$ cat src/rtl/conv_window_sched.sv
// Time-shares one 3x3 convolution PE across every valid window position of a
// square frame. Windows are issued in row-major order and each PE result is streamed out.
module conv_window_sched #(
    parameter int IMG_W  = 12,
    parameter int K      = 3,
    parameter int DW     = 2,
    parameter int RW     = 8,
    parameter int PE_LAT = 1
) (
    input  logic                      clk,
    input  logic                      rst,
    input  logic                      start,
    input  logic [IMG_W*IMG_W*DW-1:0] img,
    input  logic [K*K*DW-1:0]         filt,
    output logic                      busy,
    output logic                      done,
    output logic [K*K*DW-1:0]         pe_win,
    output logic [K*K*DW-1:0]         pe_filt,
    output logic                      pe_valid,
    input  logic [RW-1:0]             pe_res,
    output logic [RW-1:0]             out_data,
    output logic [3:0]                out_row,
    output logic [3:0]                out_col,
    output logic                      out_valid,
    input  logic                      out_ready
);
    localparam int LAST = IMG_W - K;
    localparam int IW   = IMG_W * IMG_W * DW;
    localparam int FW   = K * K * DW;

    typedef enum logic [2:0] {IDLE, ISSUE, WAIT, OUT, DONE} state_t;

    state_t          state_reg;
    logic [IW-1:0]   img_reg;
    logic [3:0]      r_reg;
    logic [3:0]      c_reg;
    logic [2:0]      lat_reg;

    logic [3:0]      r_next;
    logic [3:0]      c_next;
    logic            last_pos;
    logic [IW-1:0]   src_img;
    logic [FW-1:0]   win_next;

    // The window for the first position is cut straight from the input frame,
    // because the frame register is only being loaded on that same edge.
    always_comb begin
        last_pos = (r_reg == 4'(LAST)) && (c_reg == 4'(LAST));
        r_next   = 4'd0;
        c_next   = 4'd0;
        src_img  = img_reg;
        if (state_reg == IDLE) begin
            src_img = img;
        end else if (c_reg != 4'(LAST)) begin
            r_next = r_reg;
            c_next = c_reg + 4'd1;
        end else if (r_reg != 4'(LAST)) begin
            r_next = r_reg + 4'd1;
        end
    end

    genvar gi;
    generate
        for (gi = 0; gi < K * K; gi++) begin : g_tap
            logic [15:0] pix;
            assign pix = (16'(r_next) + 16'(gi / K)) * 16'(IMG_W)
                       + 16'(c_next) + 16'(gi % K);
            assign win_next[gi*DW +: DW] = src_img[pix*DW +: DW];
        end
    endgenerate

    always_ff @(posedge clk) begin
        if (rst) begin
            state_reg <= IDLE;
            img_reg   <= '0;
            r_reg     <= '0;
            c_reg     <= '0;
            lat_reg   <= '0;
            busy      <= 1'b0;
            done      <= 1'b0;
            pe_win    <= '0;
            pe_filt   <= '0;
            pe_valid  <= 1'b0;
            out_data  <= '0;
            out_row   <= '0;
            out_col   <= '0;
            out_valid <= 1'b0;
        end else begin
            done     <= 1'b0;
            pe_valid <= 1'b0;
            case (state_reg)
                IDLE: begin
                    if (start) begin
                        img_reg   <= img;
                        pe_filt   <= filt;
                        pe_win    <= win_next;
                        r_reg     <= '0;
                        c_reg     <= '0;
                        pe_valid  <= 1'b1;
                        busy      <= 1'b1;
                        state_reg <= ISSUE;
                    end
                end
                ISSUE: begin
                    lat_reg   <= 3'(PE_LAT - 1);
                    state_reg <= WAIT;
                end
                WAIT: begin
                    if (lat_reg == 3'd0) begin
                        out_data  <= pe_res;
                        out_row   <= r_reg;
                        out_col   <= c_reg;
                        out_valid <= 1'b1;
                        state_reg <= OUT;
                    end else begin
                        lat_reg <= lat_reg - 3'd1;
                    end
                end
                OUT: begin
                    if (out_ready) begin
                        out_valid <= 1'b0;
                        if (last_pos) begin
                            done      <= 1'b1;
                            state_reg <= DONE;
                        end else begin
                            r_reg     <= r_next;
                            c_reg     <= c_next;
                            pe_win    <= win_next;
                            pe_valid  <= 1'b1;
                            state_reg <= ISSUE;
                        end
                    end
                end
                DONE: begin
                    busy      <= 1'b0;
                    state_reg <= IDLE;
                end
                default: state_reg <= IDLE;
            endcase
        end
    end
endmodule

$ cat config.mk
export PLATFORM = sky130hd
export DESIGN_NAME = conv_window_sched
export DESIGN_NICKNAME = d
export VERILOG_FILES = /design/src/rtl/conv_window_sched.sv
export SDC_FILE = /design/constraint.sdc
export NUM_CORES = 2
export LEC_CHECK = 0
export BUFFER_PORTS_ARGS = -buffer_cell sky130_fd_sc_hd__buf_2
export CAP_MARGIN = 10
export CORE_MARGIN = 10
export CORE_UTILIZATION = 50
export DETAILED_ROUTE_END_ITERATION = 6
export PLACE_DENSITY = 0.71
export SLEW_MARGIN = 40
export SYNTH_ARGS = -nofsm -noshare
export SYNTH_HDL_FRONTEND = slang
export SYNTH_SLANG_ARGS = --single-unit
export TNS_END_PERCENT = 100
$ cat constraint.sdc
create_clock -name clk -period 11.8 [get_ports clk]
set_clock_uncertainty 0.2 [all_clocks]
set_input_delay 0.59 -clock clk [delete_from_list [all_inputs] [get_ports clk]]
set_output_delay 0.59 -clock clk [all_outputs]
set_load 0.02 [all_outputs]
==> impl_summary.log <==
INFO  metric design.final.nets = ~4,400
INFO  metric synth_edf_count = 0
INFO  metric grt_use_total = 0.355
INFO  metric area_growth = 12.8%
INFO  metric asyncSetResetFlopFracSynth = 0
INFO  metric syn_nets = 4,300
INFO  metric synthDominantCellAreaShare = 0.247
INFO  metric yosysWarnings = 0
INFO  metric drtPass1Iterations = 7
INFO  metric route.antenna.remaining_nets = 0
INFO  metric mappedNetlistArea = 29,000 µm²
INFO  metric floorplan.rows = 88
INFO  metric initial_core_util = 0.504
INFO  metric chipWidth = ~260 µm
INFO  metric yosys_register_bits = 358
INFO  metric postLayoutCellArea = ~33,000 µm²
INFO  metric timing.hold.worst_path_depth = 3
INFO  metric synth-main-ff-cell = sky130_fd_sc_hd__dfxtp_1
INFO  metric core_area = 57,500 µm²
INFO  metric max_clock_freq = 155 MHz
INFO  metric critPathMaxFanout = 32
INFO  metric worstReg2RegStart = c_reg[1]$_SDFFE_PP0P_
INFO  metric finalWeightedCongestion = approximately 1.1
INFO  metric drt-initial-drc-count = 4,693
INFO  metric first_global_vias = 29,148
INFO  metric yosys-top-cells-area = sky130_fd_sc_hd__dfxtp_1 25%, sky130_fd_sc_hd__nand2_1 14%, sky130_fd_sc_hd__mux2i_1 10%
INFO  metric finish.utilization = 0.568
INFO  metric first_pass_grt_wire_length = approximately 190,000 µm
INFO  metric ys_types = 90
INFO  metric design.die.area = about 68,000 µm²
INFO  metric slew-limit-headroom = 0.370
INFO  metric class_of_the_most_critical_setup_path = reg -> reg
INFO  metric cts_inserted_buffers = 44
INFO  metric global_route.overflow_total = 0
INFO  metric fin_tns_setup = 0 ps
INFO  metric port-buffer-count = 373
INFO  metric worst-endpoint-required = 12,080 ps
INFO  metric synth_cells = 3,950
INFO  metric setup-violations-final = 0
INFO  metric timing.hold.worst.start = filt[9]
INFO  metric h-tree-depth = 2
INFO  metric largest_area_contributor_in_the_synthesized_netlist = sky130_fd_sc_hd__dfxtp_1
INFO  metric clock_tree_from_tritoncts = done
INFO  metric clk_root_buffer_cell = sky130_fd_sc_hd__clkbuf_16
INFO  metric fillerInstances = 5,595
INFO  metric route.detailed.drc = 1
INFO  metric timing_max_transition_violations_final = 0
INFO  metric cts_setup_buffers = 0
INFO  metric ff_latch_area = ~7000 µm²
INFO  metric post-route-period-util = 0.547
INFO  metric postRouteWirelength = 127,000 µm
INFO  metric post_route_cells_drive_above_1_share = 0.170
INFO  metric post_cts_resize_count = 0
INFO  metric seq_area_frac_synth = 0.247
INFO  metric critPathLaunchType = register
INFO  metric timing.hold.worst_endpoint = pe_filt[9]$_SDFFE_PP0P_
INFO  metric reg2reg_end = pe_win[15]$_SDFFE_PP0P_
INFO  metric unrepaired_setup_endpoints_after_global_routing = no
INFO  metric mean_routed_wirelength_per_cell = 26.1 µm
INFO  metric cts-root-to-sink-buffers = 3
INFO  metric dieHeight = ~260 µm
INFO  metric synthesis.area_per_instance = 7.33 µm²
INFO  metric r2r.worst_path.cells = 17
INFO  metric worst_ir_drop_vdd = 0.127 mV
INFO  metric number_of_vias_in_the_routed_layout = 32,401
INFO  metric dpl.hpwl = ~91,000 µm
INFO  metric largest_reg_flops = 288
INFO  metric multi_input_area = ~20,000 µm²
INFO  metric maximum_number_of_pins_on_one_net_before_global_route_repair = 190
INFO  metric cts.hold.buffers_added = 0
INFO  metric report.final.hold_viol_count = 0
INFO  metric cap_violations = 0
INFO  metric p_leak = 13.4 nW
INFO  metric cell_with_the_most_instances_after_synthesis = sky130_fd_sc_hd__nand2_1
INFO  metric clkLatencyLatePin = 610 ps
INFO  metric clock-sinks = ~360
INFO  metric hp-class = in -> reg
INFO  metric detail_route.vias_per_cell = 6.64
INFO  metric power.density = about 140 nW/µm²
INFO  metric failed_checks = DRC
INFO  metric timing.reg2reg.setup_slack = 5340 ps
INFO  metric dpl_cell_area = 31,100 µm²
INFO  metric max_slew.worst_pin.slew = 942 ps
INFO  metric cts.reportedPaths.clkPinSlew = roughly 70 ps
INFO  metric post_synth_most_frequent_cells = 1,063 x sky130_fd_sc_hd__nand2_1, 525 x sky130_fd_sc_hd__a21oi_1, 358 x sky130_fd_sc_hd__dfxtp_1
INFO  metric fin_crit = ~6500 ps
INFO  metric arrival = 6740 ps
INFO  metric number_of_antenna_violations_at_the_first_check_in_global_routing = 4
INFO  metric run_status = complete, but fails checks
INFO  metric crit_end_element = register
INFO  metric ios = 374
==> routing by layer <==
metal  part of all wire  GRT usage
met3               0.12     0.0994
met1               0.39      0.464
met5                  0          0
met4              0.052      0.162
met2               0.44      0.534
==> stage by stage <==
step	worst slack (ps)	total power [W]	cells	hold WS, ps
global route	5080	0.00477	4879	22.1
global placement	5430	0.00309	4789	239
finish	5340	0.00463	4879	20.6
detailed placement	5450	0.00311	4794	244
CTS	5410	0.00455	4873	8.02
floorplan	6250	0.00250	3950	236
==> worst max path at each step <==
| stage | startpoint | end | slack [ps] |
|---|---|---|---|
| 2_1_floorplan | c_reg[0]$_SDFFE_PP0P_ | pe_win[3]$_SDFFE_PP0P_ | 6250 |
| 3_3_place_gp | state_reg[2]$_SDFFE_PP0P_ | pe_win[14]$_SDFFE_PP0P_ | 5430 |
| 3_5_place_dp | state_reg[0]$_SDFFE_PP0P_ | pe_win[14]$_SDFFE_PP0P_ | 5450 |
| 4_1_cts | state_reg[0]$_SDFFE_PP0P_ | pe_win[14]$_SDFFE_PP0P_ | 5410 |
| 5_1_grt | c_reg[1]$_SDFFE_PP0P_ | pe_win[15]$_SDFFE_PP0P_ | 5080 |
| 6_report | c_reg[1]$_SDFFE_PP0P_ | pe_win[15]$_SDFFE_PP0P_ | 5340 |
==> placed cells by master, fill, tap and decap left out, types with 26 or more instances in the layout <==
cell / count
sky130_fd_sc_hd__dfxtp_1: 357
sky130_fd_sc_hd__o211ai_1: 31
sky130_fd_sc_hd__a221oi_1: 34
sky130_fd_sc_hd__nor4_1: 54
sky130_fd_sc_hd__a31oi_1: 64
sky130_fd_sc_hd__nor2_1: 181
sky130_fd_sc_hd__a21oi_1: 525
sky130_fd_sc_hd__inv_1: 38
sky130_fd_sc_hd__xnor2_1: 31
sky130_fd_sc_hd__nor3_1: 52
sky130_fd_sc_hd__o211a_1: 26
sky130_fd_sc_hd__o21ai_0: 99
sky130_fd_sc_hd__mux2_2: 42
sky130_fd_sc_hd__buf_4: 59
sky130_fd_sc_hd__buf_2: 374
sky130_fd_sc_hd__nand3_1: 59
sky130_fd_sc_hd__a211oi_1: 84
sky130_fd_sc_hd__and3_1: 44
sky130_fd_sc_hd__nand4_1: 32
sky130_fd_sc_hd__clkbuf_16: 45
sky130_fd_sc_hd__mux2i_1: 288
sky130_fd_sc_hd__mux4_2: 91
sky130_fd_sc_hd__and2_1: 28
sky130_fd_sc_hd__nand2_1: 1062
==> report_power, final <==
part / switching, W / internal (W)
sequential: 0.0000855 / 0.00130
clock: 0.000590 / 0.000862
combinational: 0.00118 / 0.000603
==> worst max-delay path: stages, from the launching register on <==
cell and delay, ps:
sky130_fd_sc_hd__dfxtp_1 400, sky130_fd_sc_hd__inv_1 100, sky130_fd_sc_hd__ha_4 170, sky130_fd_sc_hd__nand3b_1 180
sky130_fd_sc_hd__buf_4 530, sky130_fd_sc_hd__nand2_1 450, sky130_fd_sc_hd__nor2_1 320, sky130_fd_sc_hd__ha_2 640
sky130_fd_sc_hd__buf_4 470, sky130_fd_sc_hd__xnor2_2 80, sky130_fd_sc_hd__buf_4 240, sky130_fd_sc_hd__nor2_1 750
sky130_fd_sc_hd__a22oi_1 190, sky130_fd_sc_hd__and3_1 260, sky130_fd_sc_hd__mux4_1 570, sky130_fd_sc_hd__mux4_2 510
sky130_fd_sc_hd__mux2i_1 150, sky130_fd_sc_hd__o21ai_1 70
==> kinds of logic after synthesis <==
group	share of synthesized area
AOI/OAI and AO/OA	0.238
adders and majority gates	0.0151
and+or+nand+nor	0.229
DFF	0.247
buffers and inverters	0.0582
muxes	0.193
xor gates and xnor gates	0.0192
==> final cells by class <==
| class | instances | area share |
|---|---|---|
| clock inverter | 14 | 0.00582 |
| tap | 765 | 0.0293 |
| timing repair buffer | 447 | 0.0787 |
| sequential | 358 | 0.219 |
| clock buffer | 65 | 0.0404 |
| multi-input combinational | 3184 | 0.621 |
| inverter | 43 | 0.00525 |
| antenna | 3 | 0.000230 |
Power figures use the tool's default switching activity.
